[src/rtl/hazard_ctrl.sv]
// Pipeline hazard/stall controller: load-use bubbles, branch flushes, memory-wait freeze,
// ecall/timeout halt, and saturating stall/flush performance counters.
module hazard_ctrl #(
    parameter int MEM_TIMEOUT = 16,
    parameter int CNT_W       = 32
) (
    input  logic             clk,
    input  logic             rst,
    input  logic [4:0]       d_rs1_index,
    input  logic [4:0]       d_rs2_index,
    input  logic             d_use_rs1,
    input  logic             d_use_rs2,
    input  logic [4:0]       e_rd_index,
    input  logic             e_wb_en,
    input  logic             e_wb_sel,
    input  logic             e_ecall_sig,
    input  logic             br_taken,
    input  logic             dm_req,
    input  logic             dm_ready,
    output logic             stall_f,
    output logic             stall_e,
    output logic             flush_fd,
    output logic             flush_de,
    output logic             halt,
    output logic             timeout_err,
    output logic [CNT_W-1:0] stall_cnt,
    output logic [CNT_W-1:0] flush_cnt
);
    localparam int WW = $clog2(MEM_TIMEOUT + 1);

    typedef enum logic [1:0] {RUN, MEM_WAIT, HALT} state_t;

    state_t           state_q;
    logic [WW-1:0]    wait_q;
    logic [CNT_W-1:0] stall_cnt_q, flush_cnt_q;
    logic             tmo_q;

    logic load_use, mem_miss, br_flush;
    logic sf, se, ffd, fde, hlt;

    assign load_use = e_wb_en & e_wb_sel & (e_rd_index != 5'd0) &
                      ((d_use_rs1 & (d_rs1_index == e_rd_index)) |
                       (d_use_rs2 & (d_rs2_index == e_rd_index)));
    assign mem_miss = dm_req & ~dm_ready;
    assign br_flush = (state_q == RUN) & ~e_ecall_sig & ~mem_miss & br_taken;

    always_comb begin
        sf  = 1'b0;
        se  = 1'b0;
        ffd = 1'b0;
        fde = 1'b0;
        hlt = 1'b0;
        case (state_q)
            RUN: begin
                if (e_ecall_sig) begin
                    ffd = 1'b1;
                    fde = 1'b1;
                end else if (mem_miss) begin
                    sf = 1'b1;
                    se = 1'b1;
                end else if (br_taken) begin
                    ffd = 1'b1;
                    fde = 1'b1;
                end else if (load_use) begin
                    sf  = 1'b1;
                    fde = 1'b1;
                end
            end
            MEM_WAIT: begin
                sf = 1'b1;
                se = 1'b1;
            end
            HALT: begin
                hlt = 1'b1;
                sf  = 1'b1;
                ffd = 1'b1;
                fde = 1'b1;
            end
            default: ;
        endcase
    end

    // Combinational controls are masked during reset so the pipe sees no stray flush/stall.
    assign stall_f     = sf  & rst;
    assign stall_e     = se  & rst;
    assign flush_fd    = ffd & rst;
    assign flush_de    = fde & rst;
    assign halt        = hlt & rst;
    assign timeout_err = tmo_q;
    assign stall_cnt   = stall_cnt_q;
    assign flush_cnt   = flush_cnt_q;

    always_ff @(negedge clk or negedge rst) begin
        if (!rst) begin
            state_q     <= RUN;
            wait_q      <= '0;
            stall_cnt_q <= '0;
            flush_cnt_q <= '0;
            tmo_q       <= 1'b0;
        end else begin
            if (sf && state_q != HALT && stall_cnt_q != {CNT_W{1'b1}})
                stall_cnt_q <= stall_cnt_q + CNT_W'(1);
            if (br_flush && flush_cnt_q != {CNT_W{1'b1}})
                flush_cnt_q <= flush_cnt_q + CNT_W'(1);
            case (state_q)
                RUN: begin
                    if (e_ecall_sig) begin
                        state_q <= HALT;
                    end else if (mem_miss) begin
                        state_q <= MEM_WAIT;
                        wait_q  <= WW'(1);
                    end
                end
                MEM_WAIT: begin
                    if (dm_ready) begin
                        state_q <= RUN;
                        wait_q  <= '0;
                    end else if (wait_q == WW'(MEM_TIMEOUT)) begin
                        state_q <= HALT;
                        tmo_q   <= 1'b1;
                    end else begin
                        wait_q  <= wait_q + WW'(1);
                    end
                end
                HALT:    state_q <= HALT;
                default: state_q <= RUN;
            endcase
        end
    end
endmodule

[config.mk]
export PLATFORM = sky130hd
export DESIGN_NAME = hazard_ctrl
export DESIGN_NICKNAME = d
export VERILOG_FILES = /design/src/rtl/hazard_ctrl.sv
export SDC_FILE = /design/constraint.sdc
export NUM_CORES = 1
export LEC_CHECK = 0
export BUFFER_PORTS_ARGS = -buffer_cell sky130_fd_sc_hd__buf_2
export CORE_ASPECT_RATIO = 0.5
export CORE_UTILIZATION = 48
export CTS_CLUSTER_SIZE = 10
export DETAILED_ROUTE_END_ITERATION = 16
export GPL_TIMING_DRIVEN = 0
export HOLD_SLACK_MARGIN = 0.02
export PLACE_DENSITY = 0.76
export SLEW_MARGIN = 20
export SYNTH_ARGS = -nofsm -noshare
export SYNTH_HDL_FRONTEND = slang
export SYNTH_SLANG_ARGS = --single-unit
[constraint.sdc]
create_clock -name clk -period 2.2 [get_ports clk]
set_input_delay 0.44 -clock clk [delete_from_list [all_inputs] [get_ports clk]]
set_output_delay 0.44 -clock clk [all_outputs]
set_load 0.05 [all_outputs]
# --- Word level (Yosys, flattened, before mapping) ---
# Index checks and enable logic that the tools add are counted.
word_totals:
  output_inout_bits: 70
  romBits: 0
  regBits: 72
  n_memories: 0
  ram_bits: 0
  latchBits: 0
  input_bits: 25
  elab_cells: 76
op_classes:
  n_mul: 0
  shift: 0
  n_mux: 27
  bitwise: 18
  addsub: 3
  reduce_logical: 10
  order_cmp: 0
  n_eq_ne: 13
  div_mod_pow: 0
ops:
  columns: ["cell", "n"]
  rows:
  - ["$add A32 B1 Y32 const B", 2]
  - ["$ne A32 B32 Y1 const B", 2]
  - ["$mux W5", 4]
  - ["$and A1 B1 Y1", 14]
  - ["$mux W1", 13]
  - ["$eq A5 B5 Y1", 2]
  - ["$pmux W5 S2", 1]
  - ["$ne A3 B3 Y1 const B", 3]
  - ["$mux W2", 4]
  - ["$pmux W1 S2", 4]
  - ["$ne A2 B2 Y1 const B", 3]
  - ["$pmux W2 S3", 1]
  - ["$add A5 B1 Y5 const B", 1]
  - ["$eq A5 B5 Y1 const B", 1]
  - ["$reduce_bool A5 Y1", 1]
  - ["$reduce_and A4 Y1", 1]
  - ["$logic_and A1 B1 Y1", 3]
  - ["$not A1 Y1", 3]
  - ["$reduce_and A3 Y1", 1]
  - ["$eq A2 B1 Y1 const B", 1]
  - ["$eq A2 B2 Y1 const B", 1]
  - ["$logic_not A2 Y1", 1]
  - ["$reduce_and A2 Y1", 1]
  - ["$reduce_bool A2 Y1", 1]
  - ["other kinds (2)", 2]

# --- Longest topological paths before layout ---
logic_depth:
  depth_word: 11
  ltp_mapped: 9
  mapped_depth_nobuf: 8

==> flow_summary.toml <==
[run_status]
status = "finished, violations left"
violations = "setup timing"

[setup_path]
crit_required_ps = 1760
crit_path_start_kind = "flip-flop"
crit_fanout = 3
crit_arrival_ps = 2890
worstSetupEndpointType = "primary output"
worstSetupPathType = "flip-flop to primary output"

[final_layout]
design_area_mm2 = 0.00677
fillers = 283
area_delta_synth_final_pct = 79.7
drive_gt1_frac = 0.534
layout.nets = 623
antenna_cells = 0
multi_input_area_mm2 = 0.00256
final_util = 0.907
regArea_mm2 = 0.00180

[timing]
skew_ps = 4.95
tightest_slew_ps = 701
finalWorstSetupSlack_ps = -1130
hold_viol_final = 0
rsz0062_at_grt = "yes"
finalMaxSlewViolations = 0
slew_headroom = 0.531
final.setup.tns_ps = -58900
setup_viol_count_final = 140

[routing]
drtAntennaViolNets = 0
post-route-drc-count = 0
wl_met2_um = 6760
dr_wl_met3_um = 646
post_drt_wl_per_cell_um = 18.7
drt-met1-wl_um = 5220
routed_wl_um = 13200
viasPerCell = 5.55
vias = 3905
initialDrtViolationCount = 243
routed.top_layer = "met4"
first_pass_iters = 4

[floorplan]
chipHeight_um = 64.6
initial_core_util = 0.505
core_area_mm2 = 0.00746
die_x_um = 127
io_pins = 95
die_area_mm2 = 0.00823
rows = 22

[yosys]
netlist_instances = 375
syn_avg_cell_area_um2 = 10.0
synth_area_leaders = "dfrtn_1, xor2_1, xnor2_1, nand2_1, nand3_1"
ys_seq_area_frac = 0.478
yosysMostFrequentCell = "dfrtn_1"
yosys_warnings = 0
synthesis.area_mm2 = 0.00377
synth-main-ff-cell = "dfrtn_1"
async_reset_ff_frac = 1.00
synth_seq_cells = 72
synth_edf_count = 0
syn_nets = 408
synth_top_area_frac = 0.478
yosys-top-cells-count = "dfrtn_1, nand2_1, xor2_1, xnor2_1"
yosysUniqueCellTypes = 43
yosys.area.top_type = "dfrtn_1"

[pwr]
pwr-share-comb = 0.428
p_switching_uw = 2070
leakagePower_uw = 0.00322
sequentialPowerShare = 0.291
swShare = 0.377
p_int_uw = 3420
peakVddDrop_mv = 0.439
clkPwrFrac = 0.281
p_per_area_mw_per_mm2 = 810

[run]
drv_cap = 0

[grt]
grt_overflow = 0
antenna_found_initial = 0
grt_pass1_vias = 3184
grt_max_degree = 55
grt_usage = 0.241
grt_pass1_wl_um = 15400

[placement]
hpwl_um = 5860
place_congestion = 0.797
place_ws_ps = -984
port-buffer-count = 94
dpl_cell_area_mm2 = 0.00487

[cts]
clock_latency_ps = 350
htreeDepth = 3
clk_pin_slew_ps = 50
cts-root-buf = "clkbuf_16"
clock_path_buffers = 2
cts_made_buffers = 9
cts.sinks = 72
tritoncts = "done"

[min_path]
worstHoldPathType = "flip-flop to flip-flop"
[through the flow]
| stage | hold WS (ps) | total power [uW] | cells |
|---|---|---|---|
| after detailed placement | 409 | 3130 | 578 |
| after global routing | 482 | 5650 | 703 |
| final | 443 | 5480 | 703 |
| after CTS | 419 | 5040 | 609 |
| after floorplan | 430 | 2790 | 375 |
| after global placement | 405 | 3100 | 577 |
[kinds of logic (layout without fill, tap and decap cells)]
logic type	Yosys count	count (layout)	synth area share
AO/OA/AOI/OAI	33	33	0.0555
XOR/XNOR	70	70	0.163
adder cells (fa/ha/maj)	8	8	0.0266
buffers and inverters	18	238	0.0193
flip-flops	72	72	0.478
multiplexers	3	3	0.00863
AND/OR/NAND/NOR	171	171	0.249
[repair_timing]
item                       4_1_cts  5_1_grt
setup buffers                   12       93
gates resized for setup        127      106
hold buffers                     0        0
pin swaps                        4       37
setup endpoints to repair      139      139
gates cloned                     3        1
[registers in the layout (all words and copies together), names as in the netlist]
register	flops
stall_cnt	32
state_q	2
timeout_err	1
flush_cnt	32
wait_q	5
[metal layers]
layer  vias up  global-route usage
met5         -                   0
met4         0              0.0699
met3        50              0.0702
met2       164               0.402
met1      1930               0.308
li1       1761                   -
[layout make-up]
| class | instances | area share |
|---|---|---|
| Timing Repair Buffer | 204 | 0.272 |
| Sequential cell | 72 | 0.266 |
| Clock buffer | 11 | 0.0373 |
| Multi-Input combinational cell | 285 | 0.378 |
| Inverter | 11 | 0.00647 |
| Tap cell | 108 | 0.0200 |
| Buffer | 7 | 0.0118 |
| Clock inverter | 5 | 0.00813 |
[power by group through the flow]
stage	sequential (uW)	clock, uW	combinational (uW)
after CTS	1620	1520	1900
after detailed placement	1620	0	1510
final	1600	1540	2350
after global routing	1610	1600	2440
after global placement	1620	0	1490
after floorplan	1910	0	885
[layout by cell type (no fill, tap or decap), drive strengths merged, types with 2 or more instances in the layout]
cell type / synthesis / routed
a21oi: 10 / 10
a31oi: 2 / 2
and2: 5 / 5
and3: 12 / 12
and4: 4 / 4
buf: 3 / 204
clkbuf: 4 / 18
clkinv: 0 / 2
clkinvlp: 0 / 2
dfrtn: 72 / 72
ha: 8 / 8
inv: 11 / 11
mux2: 2 / 2
nand2: 36 / 36
nand2b: 4 / 4
nand3: 24 / 24
nand4: 14 / 14
nor2: 23 / 23
nor3: 19 / 19
nor3b: 4 / 4
nor4: 14 / 14
nor4b: 4 / 4
o211ai: 2 / 2
o21a: 4 / 4
o21ai: 6 / 6
o22ai: 2 / 2
o31a: 2 / 2
or3: 2 / 2
xnor2: 34 / 34
xor2: 36 / 36
[critical path, cell delays in order (launching register included)]
cell and delay [ps]:
dfrtn_1 440, inv_2 70, ha_4 170, and4bb_2 250, nor2_4 100, o31a_1 200, nor3b_4 60, buf_6 150
[final timing paths]
kind	end	slack [ps]	from	cells after the start
min in group asynchronous	stall_cnt[15]	980	rst	1
max reg2reg	stall_cnt[29]	-490	stall_cnt[0]	6
min reg2reg	timeout_err	440	timeout_err	1
min	timeout_err	440	timeout_err	1
max	stall_f	-1130	state_q[1]	7
max in group asynchronous	wait_q[1]	610	rst	2
Note: power is estimated with default switching activity, not from simulation.
